File: config.mk
export PLATFORM = sky130hd
export DESIGN_NAME = costas_loop_ctrl
export DESIGN_NICKNAME = d
export VERILOG_FILES = /design/src/rtl/costas_pkg.sv /design/src/rtl/costas_lock_det.sv /design/src/rtl/costas_loop_ctrl.sv
export SDC_FILE = /design/constraint.sdc
export NUM_CORES = 1
export LEC_CHECK = 0
export BUFFER_PORTS_ARGS = -buffer_cell sky130_fd_sc_hd__buf_4
export CAP_MARGIN = 10
export CORE_MARGIN = 2
export CORE_UTILIZATION = 25
export DETAILED_ROUTE_END_ITERATION = 6
export PLACE_DENSITY = 0.48
export REMOVE_ABC_BUFFERS = 1
export SYNTH_ARGS = -nofsm -noshare
export SYNTH_HDL_FRONTEND = slang
export SYNTH_SLANG_ARGS = --single-unit
File: constraint.sdc
create_clock -name clk -period 3 [get_ports clk]
set_input_delay 0.15 -clock clk [delete_from_list [all_inputs] [get_ports clk]]
set_output_delay 0.15 -clock clk [all_outputs]
set_load 0.01 [all_outputs]
File: src/rtl/costas_pkg.sv
// Shared constants, state encoding and magnitude helper for the Costas loop sequencer.
package costas_pkg;

   localparam int unsigned IQ_W     = 16;
   localparam int unsigned WIN_N    = 20;
   localparam int unsigned HIT_TH   = 16;
   localparam int unsigned AMP_MIN  = 64;
   localparam int unsigned PASS_N   = 2;
   localparam int unsigned FAIL_N   = 2;
   localparam int unsigned MAX_PULL = 50;

   localparam int unsigned EPOCH_W  = $clog2(WIN_N);
   localparam int unsigned HIT_W    = $clog2(WIN_N + 1);
   localparam int unsigned STRK_W   = $clog2(((PASS_N > FAIL_N) ? PASS_N : FAIL_N) + 1);
   localparam int unsigned WCNT_W   = $clog2(MAX_PULL);

   typedef enum logic [1:0] {
      IDLE         = 2'd0,
      PULLIN       = 2'd1,
      TRACK_WIDE   = 2'd2,
      TRACK_NARROW = 2'd3
   } costas_state_t;

   localparam logic [1:0] GAIN_PULL   = 2'd0;
   localparam logic [1:0] GAIN_WIDE   = 2'd1;
   localparam logic [1:0] GAIN_NARROW = 2'd2;

   // |x| with the most negative code clamped to the most positive one
   function automatic logic [IQ_W-1:0] abs_sat(input logic signed [IQ_W-1:0] x);
      if (x[IQ_W-1] && (x[IQ_W-2:0] == '0))
         return {1'b0, {(IQ_W-1){1'b1}}};
      else if (x[IQ_W-1])
         return IQ_W'(-x);
      else
         return x;
   endfunction

endpackage

File: src/rtl/costas_lock_det.sv
// Phase-lock detector: per-epoch hit test and fixed-window pass/fail decision.
module costas_lock_det
   import costas_pkg::*;
(
   input  logic                   clk,
   input  logic                   rst,
   input  logic                   clr,
   input  logic                   epoch_valid,
   input  logic signed [IQ_W-1:0] ip,
   input  logic signed [IQ_W-1:0] qp,
   output logic                   win_pass,
   output logic                   win_fail
);

   logic               v1;
   logic [IQ_W-1:0]    a_i;
   logic [IQ_W-1:0]    a_q;
   logic [EPOCH_W-1:0] epoch_cnt;
   logic [HIT_W-1:0]   hit_cnt;
   logic               hit_c;
   logic [HIT_W-1:0]   hit_sum_c;

   // one extra bit so 2*|Q| cannot wrap
   assign hit_c     = ({1'b0, a_i} > {a_q, 1'b0}) && (a_i >= IQ_W'(AMP_MIN));
   assign hit_sum_c = hit_cnt + HIT_W'(hit_c);

   always_ff @(posedge clk) begin
      if (rst || clr) begin
         v1        <= 1'b0;
         a_i       <= '0;
         a_q       <= '0;
         epoch_cnt <= '0;
         hit_cnt   <= '0;
         win_pass  <= 1'b0;
         win_fail  <= 1'b0;
      end else begin
         v1       <= epoch_valid;
         win_pass <= 1'b0;
         win_fail <= 1'b0;
         if (epoch_valid) begin
            a_i <= abs_sat(ip);
            a_q <= abs_sat(qp);
         end
         if (v1) begin
            if (epoch_cnt == EPOCH_W'(WIN_N - 1)) begin
               win_pass  <= (hit_sum_c >= HIT_W'(HIT_TH));
               win_fail  <= (hit_sum_c <  HIT_W'(HIT_TH));
               epoch_cnt <= '0;
               hit_cnt   <= '0;
            end else begin
               epoch_cnt <= epoch_cnt + EPOCH_W'(1);
               hit_cnt   <= hit_sum_c;
            end
         end
      end
   end

endmodule

File: src/rtl/costas_loop_ctrl.sv
// Costas loop sequencer: pull-in/track state machine, gain selection and filter strobes.
module costas_loop_ctrl
   import costas_pkg::*;
(
   input  logic                   clk,
   input  logic                   rst,
   input  logic                   enable,
   input  logic                   epoch_valid,
   input  logic signed [IQ_W-1:0] ip,
   input  logic signed [IQ_W-1:0] qp,
   output logic                   filt_update,
   output logic                   filt_clear,
   output logic [1:0]             gain_sel,
   output logic                   lock,
   output logic                   pull_timeout,
   output logic [1:0]             state
);

   costas_state_t      cur;
   logic [STRK_W-1:0]  pass_cnt;
   logic [STRK_W-1:0]  fail_cnt;
   logic [WCNT_W-1:0]  win_cnt;
   logic               win_pass;
   logic               win_fail;
   logic               accept_c;
   logic               det_clr_c;
   logic               win_done_c;
   logic               go_pull_c;
   logic               lost_c;
   logic               pull_exit_c;
   logic               timeout_c;
   logic               clear_c;

   assign accept_c    = epoch_valid && enable && (cur != IDLE);
   assign det_clr_c   = !enable || (cur == IDLE);
   assign win_done_c  = win_pass || win_fail;
   assign go_pull_c   = (cur == IDLE) && enable;
   assign lost_c      = ((cur == TRACK_WIDE) || (cur == TRACK_NARROW)) && win_fail &&
                        (fail_cnt == STRK_W'(FAIL_N - 1));
   assign pull_exit_c = (cur == PULLIN) && win_pass && (pass_cnt == STRK_W'(PASS_N - 1));
   assign timeout_c   = (cur == PULLIN) && win_done_c && !pull_exit_c &&
                        (win_cnt == WCNT_W'(MAX_PULL - 1));
   assign clear_c     = enable && (go_pull_c || lost_c || timeout_c);
   assign state       = cur;

   costas_lock_det u_lock_det (
      .clk         (clk),
      .rst         (rst),
      .clr         (det_clr_c),
      .epoch_valid (accept_c),
      .ip          (ip),
      .qp          (qp),
      .win_pass    (win_pass),
      .win_fail    (win_fail)
   );

   // a clear strobe takes precedence over an update landing in the same cycle
   always_ff @(posedge clk) begin
      if (rst) begin
         cur          <= IDLE;
         gain_sel     <= GAIN_PULL;
         lock         <= 1'b0;
         filt_update  <= 1'b0;
         filt_clear   <= 1'b0;
         pull_timeout <= 1'b0;
         pass_cnt     <= '0;
         fail_cnt     <= '0;
         win_cnt      <= '0;
      end else begin
         filt_clear   <= clear_c;
         filt_update  <= accept_c && !clear_c;
         pull_timeout <= enable && timeout_c;
         if (!enable) begin
            cur      <= IDLE;
            gain_sel <= GAIN_PULL;
            lock     <= 1'b0;
            pass_cnt <= '0;
            fail_cnt <= '0;
            win_cnt  <= '0;
         end else begin
            case (cur)
               IDLE: begin
                  cur      <= PULLIN;
                  gain_sel <= GAIN_PULL;
                  lock     <= 1'b0;
                  pass_cnt <= '0;
                  fail_cnt <= '0;
                  win_cnt  <= '0;
               end
               PULLIN: begin
                  if (pull_exit_c) begin
                     cur      <= TRACK_WIDE;
                     gain_sel <= GAIN_WIDE;
                     lock     <= 1'b1;
                     pass_cnt <= '0;
                     fail_cnt <= '0;
                     win_cnt  <= '0;
                  end else if (timeout_c) begin
                     pass_cnt <= '0;
                     fail_cnt <= '0;
                     win_cnt  <= '0;
                  end else if (win_done_c) begin
                     win_cnt  <= win_cnt + WCNT_W'(1);
                     pass_cnt <= win_pass ? pass_cnt + STRK_W'(1) : '0;
                  end
               end
               TRACK_WIDE, TRACK_NARROW: begin
                  if (lost_c) begin
                     cur      <= PULLIN;
                     gain_sel <= GAIN_PULL;
                     lock     <= 1'b0;
                     pass_cnt <= '0;
                     fail_cnt <= '0;
                     win_cnt  <= '0;
                  end else if (win_fail) begin
                     fail_cnt <= fail_cnt + STRK_W'(1);
                  end else if (win_pass && (cur == TRACK_WIDE)) begin
                     cur      <= TRACK_NARROW;
                     gain_sel <= GAIN_NARROW;
                     pass_cnt <= '0;
                     fail_cnt <= '0;
                  end else if (win_pass) begin
                     fail_cnt <= '0;
                  end
               end
               default: begin
                  cur      <= IDLE;
                  gain_sel <= GAIN_PULL;
                  lock     <= 1'b0;
               end
            endcase
         end
      end
   end

endmodule

# [Word level (Yosys, flattened, before mapping)]
# Cells that the tools add are included.
[word_totals] inputBits=36 wordCells=121 reg_bits=63 out_inout_bits=8
[op_classes] n_lt_le_gt_ge=4 eq_ne=14 n_reduce_logical=38 bitwise_logic=3 n_mux=39 addsub=7
[op_table] cell="$mux W16" n=4
[op_table] cell="$mux W2" n=21
[op_table] cell="$neg A16 Y16" n=2
[op_table] cell="$logic_not A15 Y1" n=2
[op_table] cell="$mux W6" n=4
[op_table] cell="$pmux W2 S3" n=4
[op_table] cell="$pmux W6 S3" n=1
[op_table] cell="$gt A16 B17 Y1" n=1
[op_table] cell="$logic_and A1 B1 Y1" n=17
[op_table] cell="$ge A16 B7 Y1 const B" n=1
[op_table] cell="$mux W5" n=2
[op_table] cell="$ne A3 B3 Y1 const B" n=3
[op_table] cell="$add A6 B1 Y6 const B" n=1
[op_table] cell="$eq A2 B1 Y1 const B" n=3
[op_table] cell="$eq A6 B6 Y1 const B" n=1
[op_table] cell="$logic_or A1 B1 Y1" n=6
[op_table] cell="$reduce_and A2 Y1" n=3
[op_table] cell="$reduce_and A3 Y1" n=2
[op_table] cell="$add A5 B1 Y5" n=1
[op_table] cell="$add A5 B1 Y5 const B" n=1
[op_table] cell="$eq A5 B5 Y1 const B" n=1
[op_table] cell="$ge A5 B5 Y1 const B" n=1
[op_table] cell="$lt A5 B5 Y1 const B" n=1
[op_table] cell="$ne A5 B3 Y1 const B" n=1
[op_table] cell="12 further kinds" n=21

# [Logic depth before layout (Yosys ltp)]
# Gate-level depths: netlist of the first run.
[depth] word_depth=10 mapped_depth=13 ltp_nobuf=13

# [By module]
# A second synthesis of the first run with hierarchy kept.
[unflattened] cells_unflattened=421 area_unflattened_um2=3565.9
[by_module_without_submodules] mod="costas_lock_det" seq_area_each_um2=900.9 area_each_um2=2620.0 cells_per_inst=319 instances=1
[by_module_without_submodules] mod="costas_loop_ctrl" seq_area_each_um2=360.3 area_each_um2=945.9 cells_per_inst=102 instances=1

# [Least setup slack after synthesis of the first run]
# Ideal clock, no wire load.
[synth_timing] path_kind="register -> register" startpoint="register u_lock_det.a_q[14]" endpoint="register u_lock_det.hit_cnt[4]" setup_time_ps=137 t_arrival_ps=2076 n_path_buf=0 path_stages_with_launch=14 t_required_ps=2863 setup_slack_ps=787 synth_period_minus_slack_ps=2213 cell_sequence="dfxtp_1 > inv_1 > ha_1 > nand4b_1 > nor3_1 > nand2_1 > o31ai_1 > a21oi_1 > ha_1 > ha_1 > nand3_1 > xnor2_1 > a22oi_1 > nor2_1"
[synth_between] elab_chain_len=4
[synth_lines] element="start, declared" line="costas_lock_det.sv:17" source="logic [IQ_W-1:0] a_q;"
[synth_lines] element="start signal, assigned" line="costas_lock_det.sv:42" source="a_q <= abs_sat(qp);"
[synth_lines] element="$gt A16 B17 Y1" line="costas_lock_det.sv:24" source="assign hit_c = ({1'b0, a_i} > {a_q, 1'b0}) && (a_i >= IQ_W'(AMP_MIN));"
[synth_lines] element="$logic_and A1 B1 Y1" line="costas_lock_det.sv:24"
[synth_lines] element="$add A5 B1 Y5" line="costas_lock_det.sv:25" source="assign hit_sum_c = hit_cnt + HIT_W'(hit_c);"
[synth_lines] element="$mux W5" line="costas_lock_det.sv:45" source="if (epoch_cnt == EPOCH_W'(WIN_N - 1)) begin"
[synth_lines] element="end signal, assigned" line="costas_lock_det.sv:52" source="hit_cnt <= hit_sum_c;"
[synth_lines] element="end, declared" line="costas_lock_det.sv:19" source="logic [HIT_W-1:0] hit_cnt;"
# No other way between the ends.
# A chain may end at the register's enable or synchronous reset.

# [Worst setup path after layout of the first run]
[layout_timing] startpoint="register u_lock_det.a_q[13]" endpoint="register u_lock_det.win_pass"
[layout_between] elab_chain_len=4
[layout_lines] element="$gt A16 B17 Y1" line="costas_lock_det.sv:24"
[layout_lines] element="$logic_and A1 B1 Y1" line="costas_lock_det.sv:24"
[layout_lines] element="$add A5 B1 Y5" line="costas_lock_det.sv:25"
[layout_lines] element="$ge A5 B5 Y1" line="costas_lock_det.sv:46" source="win_pass <= (hit_sum_c >= HIT_W'(HIT_TH));"
[layout_lines] element="end signal, assigned" line="costas_lock_det.sv:46"
[layout_lines] element="end, declared" line="costas_lock_det.sv:11" source="output logic win_pass,"
# No other way between the ends.

==> results of run 1 <==
worst min-delay path, cell delays in order:
cell and delay (ns):
buf_4 0.10, inv_1 0.05, a21oi_1 0.11
through the flow:
| stage | hold WS (ns) | util (%) | cells |
|---|---|---|---|
| 2_1_floorplan | 0.230 | - | 405 |
| 3_3_place_gp | 0.343 | 29.4 | 625 |
| 3_5_place_dp | 0.344 | 29.4 | 625 |
| 4_1_cts | 0.119 | 31.9 | 642 |
| 5_1_grt | 0.148 | 31.9 | 642 |
| 6_report | 0.128 | 31.9 | 642 |
path summary, 6_finish.rpt:
kind / slack (ns) / cells past startpoint / from / end
setup reg to reg: 0.52 / 12 / u_lock_det.a_q[13]$_SDFFE_PP0P_ / u_lock_det.win_pass$_SDFF_PP0_
hold reg to reg: 0.47 / 2 / lock$_SDFFE_PP0P_ / lock$_SDFFE_PP0P_
setup / recovery: 0.52 / 12 / u_lock_det.a_q[13]$_SDFFE_PP0P_ / u_lock_det.win_pass$_SDFF_PP0_
hold / removal: 0.13 / 3 / ip[0] / u_lock_det.a_i[0]$_SDFFE_PP0P_
registers in the layout (all words and copies together) (netlist names), 2 cells and up:
register / cells
u_lock_det.a_i: 16
u_lock_det.a_q: 16
win_cnt: 6
u_lock_det.epoch_cnt: 5
u_lock_det.hit_cnt: 5
fail_cnt: 2
gain_sel: 2
pass_cnt: 2
state: 2
area by class of cell:
class / count / area (um2) / share of cell area [%]
Multi-Input combinational cell: 314 / 2010 / 47.1
Clock inverter: 3 / 65.1 / 1.53
Clock buffer: 13 / 260 / 6.11
Inverter: 28 / 105 / 2.47
Tap cell: 176 / 220 / 5.17
Timing Repair Buffer: 45 / 340 / 7.99
Sequential cell: 63 / 1260 / 29.6
cells in the mapped netlist (4+ instances only):
cell	number
nand3_1	8
or3_1	4
o21ai_0	45
mux2i_1	6
nor2_1	28
nor2b_1	4
or4_1	4
dfxtp_1	63
a21oi_1	49
nand2_1	38
xor2_1	26
a22oi_1	5
o41ai_1	4
o31ai_1	8
ha_1	24
nor4_1	4
o211ai_1	4
nand4_1	4
nor3_1	10
inv_1	28
clkbuf_1	13
nand3b_1	4
logic make-up (layout without fill, tap and decap cells):
group	Yosys count	count (layout)	share of synthesized area [%]
AO/OA/AOI/OAI	128	128	21.4
AND/OR/NAND/NOR	125	125	18.5
flip-flops	63	63	36.7
buffers and inverters	44	89	4.98
XOR/XNOR	29	29	7.38
adder cells (fa/ha/maj)	25	25	9.02
multiplexers	7	7	2.07
per-layer routing:
metal  vias up  routed length (um)  global-route usage (%)
li1       1585                   -                       -
met1      1455                4050                    15.3
met2        51                3990                    19.4
met3        13                 294                    3.34
met4         0                 121                    3.59
met5         -                   0                       0
power groups by stage:
stage          clock (W)  combinational (W)  sequential [W]
3_3_place_gp           0           0.000192        0.000872
6_report         0.00113           0.000194        0.000854
3_5_place_dp           0           0.000194        0.000872
5_1_grt          0.00119           0.000219        0.000855
2_1_floorplan          0           0.000101        0.000870
4_1_cts          0.00116           0.000196        0.000854
==> results_dict.tcl, run 1 <==
set metrics [dict create \
    hp-class "in2reg" \
    grt_pass1_vias 3034 \
    layout_common_cells "63 x dfxtp_1, 49 x a21oi_1, 45 x o21ai_0" \
    clkPwrFrac_pct 51.9 \
    worst_slew_pin_slew_ns 0.906 \
    gp_congestion 0.785 \
    postPlaceCellArea_um2 3920 \
    cp_top_family "simple AND/OR/NAND/NOR gates" \
    yosys_warnings 0 \
    period_share_pct 82.5 \
    io_pins 44 \
    drv_cap 0 \
    crit_required_ns 3.25 \
    p_per_area_nw_per_um2 512 \
    cpPeakStageDelay_ns 0.35 \
    die_height_um 121 \
    via_count 3104 \
    clockBufferDepth 2 \
    ir_drop_mv 0.304 \
    switching_power_w 0.000476 \
    syn_area_um2 3440 \
    die-area_um2 14700 \
    final_nets 521 \
    finalPower_w 0.00218 \
    n_antenna_cell 0 \
    async_flop_share_pct 0 \
    coreArea_um2 13300 \
    post-cts-setup-buffer-count 0 \
    path_class "reg2reg" \
    wire_per_inst_um 13.2 \
    rows 42 \
    antenna_found_initial 0 \
    area_growth_pct 23.8 \
    vias_per_cell 4.83 \
    grt_pass1_wl_um 14100 \
    cts.sinks 63 \
    port_buffers 43 \
    ys_seq_area_share_pct 36.7 \
    slew_headroom_pct 39.4 \
    drt_iter0_drc 226 \
    grt_max_degree 32 \
    synthTopCellsByArea "dfxtp_1 37%, ha_1 8.7%, a21oi_1 7.1%" \
    clk_pin_slew_worst_paths_ns 0.05 \
    drt_pass1_iterations 4 \
    avgSynthCellArea_um2 8.17 \
    dp_hpwl_um 6330 \
    finalSetupViolCount 0 \
    cts-htree-levels 3 \
    hold_buffers 1 \
    worstPathCellList "inv_1 > ha_1 > nand4b_1 > nor3_1 > nand2_1 > o31ai_1 > a21oi_1 > ha_1 > ha_1 > nand3_1 > xnor2_1 > nor3b_1" \
    cts_tree "yes" \
    power_frac_comb_pct 8.9 \
    maxSlewViolCount 0 \
    hold_violations 0 \
    end_kind "flop" \
    yosys_most_used_dff "dfxtp_1" \
    min_period_ns 2.48 \
    track_usage_pct 11.9 \
    drc 0 \
    fill_cells 1433 \
    start_kind "flop" \
    cp_slowest_cell "nor3_1" \
    synth_cells 421 \
    ctsResizeCount 0 \
    ant_nets 0 \
    final_area_um2 4260 \
    ys_types 49 \
    fmax_ghz 0.404 \
    ys_ff_latch 63 \
    synth_top_area_cell "dfxtp_1" \
    critPathBufInv 1 \
    setup_slack_ns 0.524 \
    finalWirelength_um 8460 \
    power_frac_seq_pct 39.2 \
    internal_power_w 0.00170 \
    final_common_cell "dfxtp_1" \
    fin_setup_tns_ns 0 \
    path_common_cell "ha_1" \
    drive_above_1_share_pct 13.9 \
    clockRootBuffer "clkbuf_16" \
    finClkSkew_ns 0.00342 \
    status "complete, no violations" \
    rsz0062_at_grt "false" \
    cts_made_buffers 9 \
    clk_latency_ns 0.33 \
    swShare_pct 21.8 \
    pre_cts_ws_ns 0.520 \
    grt_overflow 0 \
    critPathArrivalTime_ns 2.72 \
    dieWidth_um 121 \
    netlist.area_leader.share_pct 36.7 \
    synth_edf_count 0 \
    crit_fanout 3 \
    p_leak_nw 1.66 \
    start_util_pct 25.8 \
]
Power figures use the tool's default switching activity.
==> run 2, diff against run 1 <==
Settings changed: PLACE_DENSITY 0.48 to 0.49.
Clock period 3 ns to 2.1 ns, I/O delays scaled along.
==> run 2 against run 1 <==
  * The flow now finishes with violations (setup timing)
  * Combinational power rose by 57%
  * Sequential share of layout area is 1.7 points lower
  * Routed wire length is 3.3% higher
  * Clock skew about the same
  * First-iteration DRC count decreased by 31%
  * Design area up 6.7%
  * Fmax is 10% higher
  * Worst hold slack worse by 0.055 ns
  * Clock power grew 34%
  * Flip-flop and latch count is the same
  * Cell count grew 3.4%
  * Via count is 2.6% higher
==> results_dict.tcl, run 2 (same netlist as run 1, synthesis figures left out) <==
set metrics [dict create \
    cp_top_family "adder cells" \
    gp_congestion 0.779 \
    grt_max_degree 32 \
    finish.utilization_pct 34.0 \
    swShare_pct 22.2 \
    wl_met2_um 4420 \
    worst_slew_pin_slew_ns 0.483 \
    dr.max_layer_used "met4" \
    fmax_ghz 0.445 \
    p_per_area_nw_per_um2 668 \
    finClkSkew_ns 0.00375 \
    io_pins 44 \
    clockBufferDepth 2 \
    path_class "reg2reg" \
    port_buffers 43 \
    dp_hpwl_um 6570 \
    wire_per_inst_um 13.2 \
    power_frac_comb_pct 10.0 \
    route.met3.wl_um 299 \
    clockRootBuffer "clkbuf_16" \
    setup_slack_ns -0.148 \
    coreArea_um2 13300 \
    seq_area_um2 1270 \
    start_kind "flop" \
    crit_required_ns 2.32 \
    grt_pass1_wl_um 14500 \
    end_kind "flop" \
    antenna_found_initial 0 \
    critPathArrivalTime_ns 2.47 \
    multi_input_area_um2 2130 \
    ir_drop_mv 0.417 \
    drt_pass1_iterations 4 \
    post-cts-setup-buffer-count 0 \
    m1WireLength_um 3950 \
    finalSetupViolCount 4 \
    cpPeakStageDelay_ns 0.33 \
    internal_power_w 0.00236 \
    power_frac_seq_pct 40.2 \
    worstPathCellList "inv_2 > ha_4 > nand4b_1 > buf_4 > a2bb2oi_1 > a21oi_1 > ha_2 > ha_4 > nand3_4 > xnor2_4 > a22oi_2 > nor2_1" \
    holdWs_ns 0.0731 \
    clk_latency_ns 0.32 \
    track_usage_pct 12.4 \
    p_leak_nw 1.78 \
    fill_cells 1431 \
    stdcell_count 664 \
    switching_power_w 0.000672 \
    status "finished with violations" \
    maxSlewViolCount 0 \
    hp-class "in2reg" \
    rows 42 \
    failed_checks "setup timing" \
    grt_pass1_vias 3092 \
    drt_iter0_drc 157 \
    period_share_pct 107 \
    cts_made_buffers 9 \
    ant_nets 0 \
    dp.cells 647 \
    cts.sinks 63 \
    crit_fanout 3 \
    min_period_ns 2.25 \
    drc 0 \
    path_common_cell "ha_4" \
    cp_slowest_cell "dfxtp_2" \
    layout_common_cells "66 x buf_4, 57 x dfxtp_1, 49 x a21oi_1" \
    cts-htree-levels 3 \
    clk_pin_slew_worst_paths_ns 0.05 \
    die_height_um 121 \
    drive_above_1_share_pct 22.5 \
    vias_per_cell 4.80 \
    n_antenna_cell 0 \
    rsz0062_at_grt "true" \
    top_regs "u_lock_det.a_i x16, u_lock_det.a_q x16, win_cnt x6" \
    start_util_pct 25.8 \
    grt_overflow 0 \
    clkPwrFrac_pct 49.8 \
    die-area_um2 14700 \
    finalWirelength_um 8730 \
    final_nets 543 \
    fin_setup_tns_ns -0.367 \
    cts_tree "yes" \
    critPathBufInv 2 \
    dieWidth_um 121 \
    via_count 3185 \
    area_growth_pct 32.1 \
    final_common_cell "buf_4" \
    hold_violations 0 \
    drv_cap 0 \
    slew_headroom_pct 67.4 \
]
## run 2: cell type report
class	instances	share of cell area, %
inverter	28	2.31
sequential	63	27.9
clock inverter	3	0.881
multi-input combinational	314	47.0
timing repair buffer	67	11.1
tap	176	4.85
clock buffer	13	5.95
## run 2: tightest hold or removal path: stages
cell	delay, ns
buf_4	0.10
inv_1	0.05
a21oi_1	0.10
## run 2: worst paths after layout
path	start	end	slack [ns]	cells past startpoint
max	u_lock_det.a_q[13]$_SDFFE_PP0P_	u_lock_det.hit_cnt[4]$_SDFFE_PP0P_	-0.15	12
min	ip[0]	u_lock_det.a_i[0]$_SDFFE_PP0P_	0.07	3
max reg2reg	u_lock_det.a_q[13]$_SDFFE_PP0P_	u_lock_det.hit_cnt[4]$_SDFFE_PP0P_	-0.15	12
min reg2reg	lock$_SDFFE_PP0P_	lock$_SDFFE_PP0P_	0.46	2
## run 2: power groups by stage
stage	Sequential, W	Clock, W	Combinational (W)
5_1_grt	0.00122	0.00160	0.000341
3_5_place_dp	0.00124	0	0.000296
3_3_place_gp	0.00124	0	0.000293
6_report	0.00122	0.00151	0.000304
4_1_cts	0.00122	0.00155	0.000303
2_1_floorplan	0.00124	0	0.000144
## run 2: stage by stage
stage	worst slack (ns)	cell area [um2]	power (W)
after floorplan	-0.113	3370	0.00139
after global placement	-0.218	4090	0.00154
after global routing	-0.285	4540	0.00316
after detailed placement	-0.292	4090	0.00154
after CTS	-0.0988	4500	0.00308
final	-0.148	4540	0.00303
## run 2: per-layer routing
layer	vias up	GRT usage (%)
met4	0	3.38
met3	6	3.43
met5	-	0
li1	1632	-
met1	1493	15.7
met2	54	20.7
## run 2: what timing repair did
item | in CTS | in global routing
resized for setup | 22 | 6
hold buffers | 1 | 0
endpoints found under the hold margin | 1 | 0
pin swaps | 13 | 8
endpoints found under the setup margin | 6 | 11
